File: src/rtl/ooo_pkg.sv
// Shared encodings for the out-of-order core's integer execution path.
package ooo_pkg;

  // Dispatch opcodes
  localparam logic [2:0] OP_ADD = 3'd0;
  localparam logic [2:0] OP_SUB = 3'd1;
  localparam logic [2:0] OP_AND = 3'd2;
  localparam logic [2:0] OP_OR  = 3'd3;
  localparam logic [2:0] OP_XOR = 3'd4;
  localparam logic [2:0] OP_SLT = 3'd5;
  localparam logic [2:0] OP_SLL = 3'd6;
  localparam logic [2:0] OP_MUL = 3'd7;

  // Functional-unit FSM states; values are visible on fu_state
  typedef enum logic [1:0] {
    FU_IDLE = 2'd0,
    FU_EXEC = 2'd1,
    FU_WB   = 2'd2
  } fu_state_e;

endpackage

File: src/rtl/alu32.sv
// Single-cycle 32-bit integer ALU covering every opcode except MUL.
module alu32
  import ooo_pkg::*;
(
  input  logic [2:0]  op_i,
  input  logic [31:0] a_i,
  input  logic [31:0] b_i,
  output logic [31:0] result_o
);

  // Result select; MUL is handled by the multiplier path, so it yields zero here
  always_comb begin
    result_o = '0;
    case (op_i)
      OP_ADD:  result_o = a_i + b_i;
      OP_SUB:  result_o = a_i - b_i;
      OP_AND:  result_o = a_i & b_i;
      OP_OR:   result_o = a_i | b_i;
      OP_XOR:  result_o = a_i ^ b_i;
      OP_SLT:  result_o = ($signed(a_i) < $signed(b_i)) ? 32'd1 : 32'd0;
      OP_SLL:  result_o = a_i << b_i[4:0];
      default: result_o = '0;
    endcase
  end

endmodule

File: src/rtl/exec_unit.sv
// Integer execution unit: 1-cycle ALU, MUL_LAT-cycle multiply, result held until a CDB grant.
module exec_unit
  import ooo_pkg::*;
#(
  parameter int unsigned TAG_WIDTH = 6,
  parameter int unsigned MUL_LAT   = 3
) (
  input  logic                 clk,
  input  logic                 rst,
  input  logic                 flush,
  input  logic                 dispatch_valid,
  input  logic [2:0]           dispatch_op,
  input  logic [31:0]          dispatch_val1,
  input  logic [31:0]          dispatch_val2,
  input  logic [TAG_WIDTH-1:0] dispatch_dest_tag,
  output logic                 dispatch_ack,
  output logic                 cdb_req,
  output logic [TAG_WIDTH-1:0] cdb_tag,
  output logic [31:0]          cdb_data,
  input  logic                 cdb_grant,
  output logic                 fu_busy,
  output logic [1:0]           fu_state,
  output logic [15:0]          ops_done
);

  fu_state_e            state_q, state_d;
  logic [3:0]           cnt_q, cnt_d;
  logic [31:0]          a_q, a_d, b_q, b_d;
  logic [31:0]          res_q, res_d;
  logic [TAG_WIDTH-1:0] tag_q, tag_d;
  logic [15:0]          ops_done_q, ops_done_d;
  logic [31:0]          alu_res;
  logic [31:0]          mul_res;
  logic                 granted;

  alu32 u_alu (
    .op_i     (dispatch_op),
    .a_i      (dispatch_val1),
    .b_i      (dispatch_val2),
    .result_o (alu_res)
  );

  assign mul_res = a_q * b_q;

  // A grant only counts while a result is actually pending and nothing is being squashed
  assign granted = (state_q == FU_WB) && cdb_grant && !flush;

  assign dispatch_ack = dispatch_valid && !flush &&
                        ((state_q == FU_IDLE) || ((state_q == FU_WB) && cdb_grant));

  // Next-state: flush wins, then drain/advance, then a new acceptance overrides the target
  always_comb begin
    state_d    = state_q;
    cnt_d      = cnt_q;
    a_d        = a_q;
    b_d        = b_q;
    res_d      = res_q;
    tag_d      = tag_q;
    ops_done_d = ops_done_q + {15'd0, granted};

    if (flush) begin
      state_d = FU_IDLE;
    end else begin
      case (state_q)
        FU_IDLE: ;
        FU_EXEC: begin
          if (cnt_q == 4'd1) begin
            res_d   = mul_res;
            state_d = FU_WB;
          end else begin
            cnt_d = cnt_q - 4'd1;
          end
        end
        FU_WB:   if (cdb_grant) state_d = FU_IDLE;
        default: state_d = FU_IDLE;
      endcase
    end

    if (dispatch_ack) begin
      a_d   = dispatch_val1;
      b_d   = dispatch_val2;
      tag_d = dispatch_dest_tag;
      if (dispatch_op == OP_MUL) begin
        cnt_d   = 4'(MUL_LAT - 1);
        state_d = FU_EXEC;
      end else begin
        res_d   = alu_res;
        state_d = FU_WB;
      end
    end
  end

  // State and datapath registers
  always_ff @(posedge clk or posedge rst) begin
    if (rst) begin
      state_q    <= FU_IDLE;
      cnt_q      <= '0;
      a_q        <= '0;
      b_q        <= '0;
      res_q      <= '0;
      tag_q      <= '0;
      ops_done_q <= '0;
    end else begin
      state_q    <= state_d;
      cnt_q      <= cnt_d;
      a_q        <= a_d;
      b_q        <= b_d;
      res_q      <= res_d;
      tag_q      <= tag_d;
      ops_done_q <= ops_done_d;
    end
  end

  // Outputs come from registers only; tag/data are masked when nothing is pending
  assign cdb_req  = (state_q == FU_WB);
  assign cdb_tag  = cdb_req ? tag_q : '0;
  assign cdb_data = cdb_req ? res_q : '0;
  assign fu_busy  = (state_q != FU_IDLE);
  assign fu_state = state_q;
  assign ops_done = ops_done_q;

endmodule

File: config.mk
export PLATFORM = sky130hd
export DESIGN_NAME = exec_unit
export DESIGN_NICKNAME = d
export VERILOG_FILES = /design/src/rtl/ooo_pkg.sv /design/src/rtl/alu32.sv /design/src/rtl/exec_unit.sv
export SDC_FILE = /design/constraint.sdc
export NUM_CORES = 2
export LEC_CHECK = 0
export ABC_AREA = 1
export BUFFER_PORTS_ARGS = -buffer_cell sky130_fd_sc_hd__buf_2
export CAP_MARGIN = 15
export CORE_UTILIZATION = 55
export DETAILED_ROUTE_END_ITERATION = 10
export PLACE_DENSITY_LB_ADDON = 0.3
export SETUP_SLACK_MARGIN = 0.05
export SLEW_MARGIN = 20
export SYNTH_ARGS = -nofsm -noshare
export SYNTH_HDL_FRONTEND = slang
export SYNTH_SLANG_ARGS = --single-unit
export TNS_END_PERCENT = 1
File: constraint.sdc
create_clock -name clk -period 8.5 [get_ports clk]
set_input_delay 1.7 -clock clk [delete_from_list [all_inputs] [get_ports clk]]
set_output_delay 1.7 -clock clk [all_outputs]
set_load 0.01 [all_outputs]
## After elaboration in Yosys (flattened, before gate mapping)

Cells that the tools add are included.

- Multiplexer cells: 20
- Bitwise operators: 3
- $mul: 1
- Add/sub/neg operators: 4
- Equality and inequality tests: 13
- Order comparisons: 1
- Shift operators: 1
- Reductions and logical operators: 10
- Div/mod/pow operators: 0

Operators with widths:

| operator | number |
|---|---|
| 32-bit one-hot mux with 7 select lines | 1 |
| 32-bit two-way mux | 6 |
| 32-bit adder | 1 |
| 32-bit AND | 1 |
| 32-bit < comparator | 1 |
| 32-bit by 32-bit multiplier with 32-bit output | 1 |
| 32-bit OR | 1 |
| 32-bit by 5-bit << shifter with 32-bit output | 1 |
| 32-bit subtractor | 1 |
| 32-bit XOR | 1 |
| 4-bit two-way mux | 5 |
| 16-bit by 1-bit adder with 16-bit output | 1 |
| 3-bit == test (second input constant) | 4 |
| 2-bit two-way mux | 5 |
| 3-bit by 2-bit == test with 1-bit output (second input constant) | 2 |
| 6-bit two-way mux | 1 |
| 2-bit one-hot mux with 3 select lines | 1 |
| 4-bit by 1-bit == test with 1-bit output (second input constant) | 1 |
| 1-bit logical AND | 4 |
| 4-bit by 3-bit inequality test with 1-bit output (second input constant) | 1 |
| 4-bit inequality test (second input constant) | 1 |
| 4-bit by 1-bit subtractor with 4-bit output (second input constant) | 1 |
| 3-bit by 1-bit == test with 1-bit output (second input constant) | 1 |
| 3-bit zero test | 1 |
| other kinds (9) | 9 |

- Register bits after elaboration: 124
- Bits in latches: 0
- Output and inout port bits: 59
- Memories: 0
- Memory bits (read-only): 0
- Memory bits (writable): 0

## Longest topological paths before layout

- Word-level depth: 6
- Depth in mapped cells: 36
- Mapped depth without buffers: 34

## Cells and area by module

From an unflattened synthesis, not the netlist that was laid out.

- Cells, all modules: 4,590
- Area, all modules: 30,254.0 um2

By module, submodules not included:

| module | area an instance (um2) | instances | cells an instance |
|---|---|---|---|
| exec_unit | 22,167.5 | 1 | 2,927 |
| alu32 | 8,086.5 | 1 | 1,663 |

## Worst setup path after synthesis

OpenSTA, ideal clock, no wires.

- Path kind: register to register
- Start: reg b_q[6]
- End: reg res_q[29]
- Path slack: 1.968 ns
- Clock period less this slack: 6.532 ns
- Data arrival time: 6.415 ns
- Buffers on the path: 2
- Setup time: 0.117 ns
- Cell stages (with the launch flop): 29
- Required time: 8.383 ns
- Cells stage by stage: dfrtp_1 > clkbuf_1 > buf_1 > nand2_1 > inv_1 > fa_1 > fa_1 > fa_1 > inv_1 > fa_1 > inv_1 > fa_1 > inv_1 > fa_1 > inv_1 > fa_1 > fa_1 > ha_1 > a21oi_1 > o21ai_0 > a21oi_1 > nand3_1 > a21o_1 > nand3_1 > nand2_1 > a21oi_1 > o21ai_0 > nand2_1 > nand2_1

- Word-level cells in the longest chain between the ends: 6

RTL lines:

| what | line | source |
|---|---|---|
| from (decl) | exec_unit.sv:28 | `logic [31:0] a_q, a_d, b_q, b_d;` |
| from (signal assigned) | exec_unit.sv:99 | `b_q <= '0;` |
| from (signal assigned) | exec_unit.sv:107 | `b_q <= b_d;` |
| 32-bit by 32-bit multiplier with 32-bit output * | exec_unit.sv:43 | `assign mul_res = a_q * b_q;` |
| 32-bit two-way mux * | exec_unit.sv:67 | `if (cnt_q == 4'd1) begin` |
| 32-bit two-way mux * | exec_unit.sv:64 | `case (state_q)` |
| 32-bit two-way mux * | exec_unit.sv:61 | `if (flush) begin` |
| 32-bit two-way mux | exec_unit.sv:83 | `if (dispatch_op == OP_MUL) begin` |
| 32-bit two-way mux * | exec_unit.sv:79 | `if (dispatch_ack) begin` |
| named net res_d[29] | exec_unit.sv:29 | `logic [31:0] res_q, res_d;` |
| to (signal assigned) | exec_unit.sv:108 | `res_q <= res_d;` |
| to (decl) | exec_unit.sv:29 |  |

Mark *: on every way through the listed nets, which the timed path passes. The rest lies on a longest branch.
A chain may end at the register's enable or synchronous reset.

## Final worst setup path

- Start: reg b_q[8]
- End: reg res_q[22]

Same word-level chain as after synthesis.

==> flow_metrics.tcl <==
set metrics [dict create \
    dr.pass1.iters 6 \
    min_period_over_period_pct 84.70 \
    io_buffers 136 \
    drt_first_iter_violations 2709 \
    antenna_found_initial 2 \
    drv_slew 0 \
    hp-class "register to register" \
    clk_latency_ps 440 \
    crit_type "register to register" \
    end_kind "register" \
    skew_ps 14.59 \
    track_usage_pct 37.22 \
    status "finished clean" \
    cp-start-kind "register" \
    endpoint "res_q[22]" \
    grt-ovfl-total 0 \
    rows 84 \
    ant_nets 0 \
    die_h_microns 232.7 \
    drcViolationCount 0 \
    cts_tree "done" \
    setup_viol 0 \
    dp_slack_ps 1380 \
    worstPathMaxFanout 14 \
    holdBufCountCts 0 \
    yosysWarnings 0 \
    synth_cells 4228 \
    synth_flop_cell "dfrtp_1" \
    r2r_start "b_q[8]" \
    r2r-end "res_q[22]" \
    place_hpwl_mm 81.44 \
    ys_seq_area_share_pct 10.60 \
    numCtsBuffers 17 \
    clockRootBuffer "clkbuf_16" \
    cts_setup_buffers 0 \
    routedWlPerCell_microns 19.93 \
    nets 4934 \
    fmax_mhz 138.9 \
    drive_above_1_share_pct 6.871 \
    syn_area_sq_mm 0.02928 \
    rsz0062_at_grt "false" \
    ctsResizeCount 0 \
    ys_seq_elements 124 \
    finalWorstPathRequiredPeriod_ps 7199 \
    avgSynthCellArea_sq_um 6.925 \
    area_growth_pct 5.154 \
    core_area_sq_mm 0.05255 \
    cp-startpoint "b_q[8]" \
    diodes 0 \
    ff2ff_setup_slack_ps 1300 \
    routed_wl_mm 98.10 \
    place_congestion 1.028 \
    fin_setup_tns_ps 0 \
    fp.dieW_microns 232.7 \
    grt_max_degree 109 \
    clk_pin_slew_ps 70 \
    drt-vias-per-instance 5.561 \
    setup_ws_ps 1301 \
    clkSinkCount 124 \
    grt_pass1_vias 26762 \
    start_util_pct 55.71 \
    via_count 27375 \
    r2r_cells 23 \
    slew_headroom_pct 32.24 \
    cts.htree.levels 4 \
    synth_nets 4940 \
    die_area_sq_mm 0.05416 \
    worst_pin_slew_ps 1016 \
    synth_edf_count 0 \
    worstPathRequired_ps 8840 \
    cp_data_arrival_time_ps 7540 \
    cts_max_path_buffers 2 \
    cap_violations 0 \
    fillers 5118 \
    hold_viol_final 0 \
    async_flop_share_pct 100.0 \
    ios 137 \
    yosysUniqueCellTypes 69 \
    grt_pass1_wl_mm 152.3 \
]
==> logic make-up after synthesis <==
family          synth area share, %
fa+ha+maj                     37.61
compound gates                12.03
buf+inv                       16.63
simple gates                  21.87
flops                         10.60
mux                          0.4786
xor+xnor                     0.7778
==> sequential cells by signal, indices dropped and copies added (netlist names) <==
| register | flops |
|---|---|
| a_q | 32 |
| res_q | 32 |
| tag_q | 6 |
| fu_state | 2 |
| cnt_q | 4 |
| ops_done | 16 |
| b_q | 32 |
==> per-stage QoR <==
| step | hold WS, ps | cell area [sq um] | util [%] | instances |
|---|---|---|---|---|
| 2_1_floorplan | 472.3 | 29280 | - | 4228 |
| 3_3_place_gp | 459.5 | 30210 | 57.49 | 4891 |
| 3_5_place_dp | 461.5 | 30210 | 57.49 | 4891 |
| 4_1_cts | 476.1 | 30780 | 58.58 | 4923 |
| 5_1_grt | 506.6 | 30790 | 58.58 | 4923 |
| 6_report | 479.0 | 30790 | 58.58 | 4923 |
==> cells in the mapped netlist, types with 23 or more instances <==
cell type  number  area share (%)
nand3_1       148             2.5
a21oi_1       172             2.9
o21ai_1        48            0.82
nand2_1      1107              14
nand4_1        33            0.71
nor2_1        198             2.5
buf_1          23            0.29
clkbuf_1      103             1.3
fa_1          410              28
inv_1        1023              13
buf_2          55            0.94
ha_1          224             9.6
o21ai_0       236             4.0
dfrtp_1       124              11
nor3_1         35            0.60
==> critical path, cell delays in order, from the launching register on <==
cell and delay [ps]:
dfrtp_1 780, buf_4 350, nand2_1 110, fa_1 450, inv_1 70, fa_1 430
fa_1 540, inv_1 50, fa_1 480, inv_1 50, fa_1 490, fa_1 580
fa_1 450, fa_1 460, ha_1 410, nand2_1 150, nor4_1 590, nand3_1 130
nand3_1 130, nand2_1 60, nand3_1 90, o211ai_1 90, nand2_1 100, inv_1 40
==> layout by cell type (no fill, tap or decap), types with 9 or more instances in the layout <==
cell type / count
a211oi_1: 18
a21oi_1: 172
a21oi_2: 11
buf_2: 136
buf_4: 43
clkbuf_16: 17
dfrtp_1: 123
fa_1: 410
ha_1: 224
inv_1: 1022
inv_2: 20
mux2i_1: 14
nand2_1: 1107
nand3_1: 147
nand3b_1: 9
nand4_1: 33
nor2_1: 197
nor3_1: 35
o211ai_1: 18
o21ai_0: 236
o21ai_1: 48
o21bai_1: 16
o22ai_1: 19
xor2_1: 19
==> area by class of cell <==
cell class	instances	area [sq um]	share of cell area, %
clock buffer	17	425.4	1.382
tap	688	860.8	2.796
clock inverter	15	146.4	0.4755
sequential	124	3104	10.08
multi-input combinational	2855	21320	69.25
inverter	1045	3926	12.75
timing repair buffer	179	1003	3.259
==> worst min-delay path by stage <==
| stage | slack [ps] | cells after the start | from | end |
|---|---|---|---|---|
| finish | 480 | 1 | ops_done[15] | ops_done[15] |
| global route | 510 | 1 | ops_done[15] | ops_done[15] |
| CTS | 480 | 1 | ops_done[15] | ops_done[15] |
| detailed placement | 460 | 1 | ops_done[15] | ops_done[15] |
| global placement | 460 | 1 | ops_done[15] | ops_done[15] |
| floorplan | 470 | 2 | a_q[21] | a_q[21] |
==> routing by layer <==
layer  part of all wire (%)  global-route usage [%]
met3                    8.1                   4.534
met4                    5.3                   18.06
met1                     40                   49.71
met5                  0.019                       0
met2                     46                   59.91
Power is left out: the tool's default activity adds up to more than one toggle a clock period on the data nets, which glitch-free logic cannot reach.
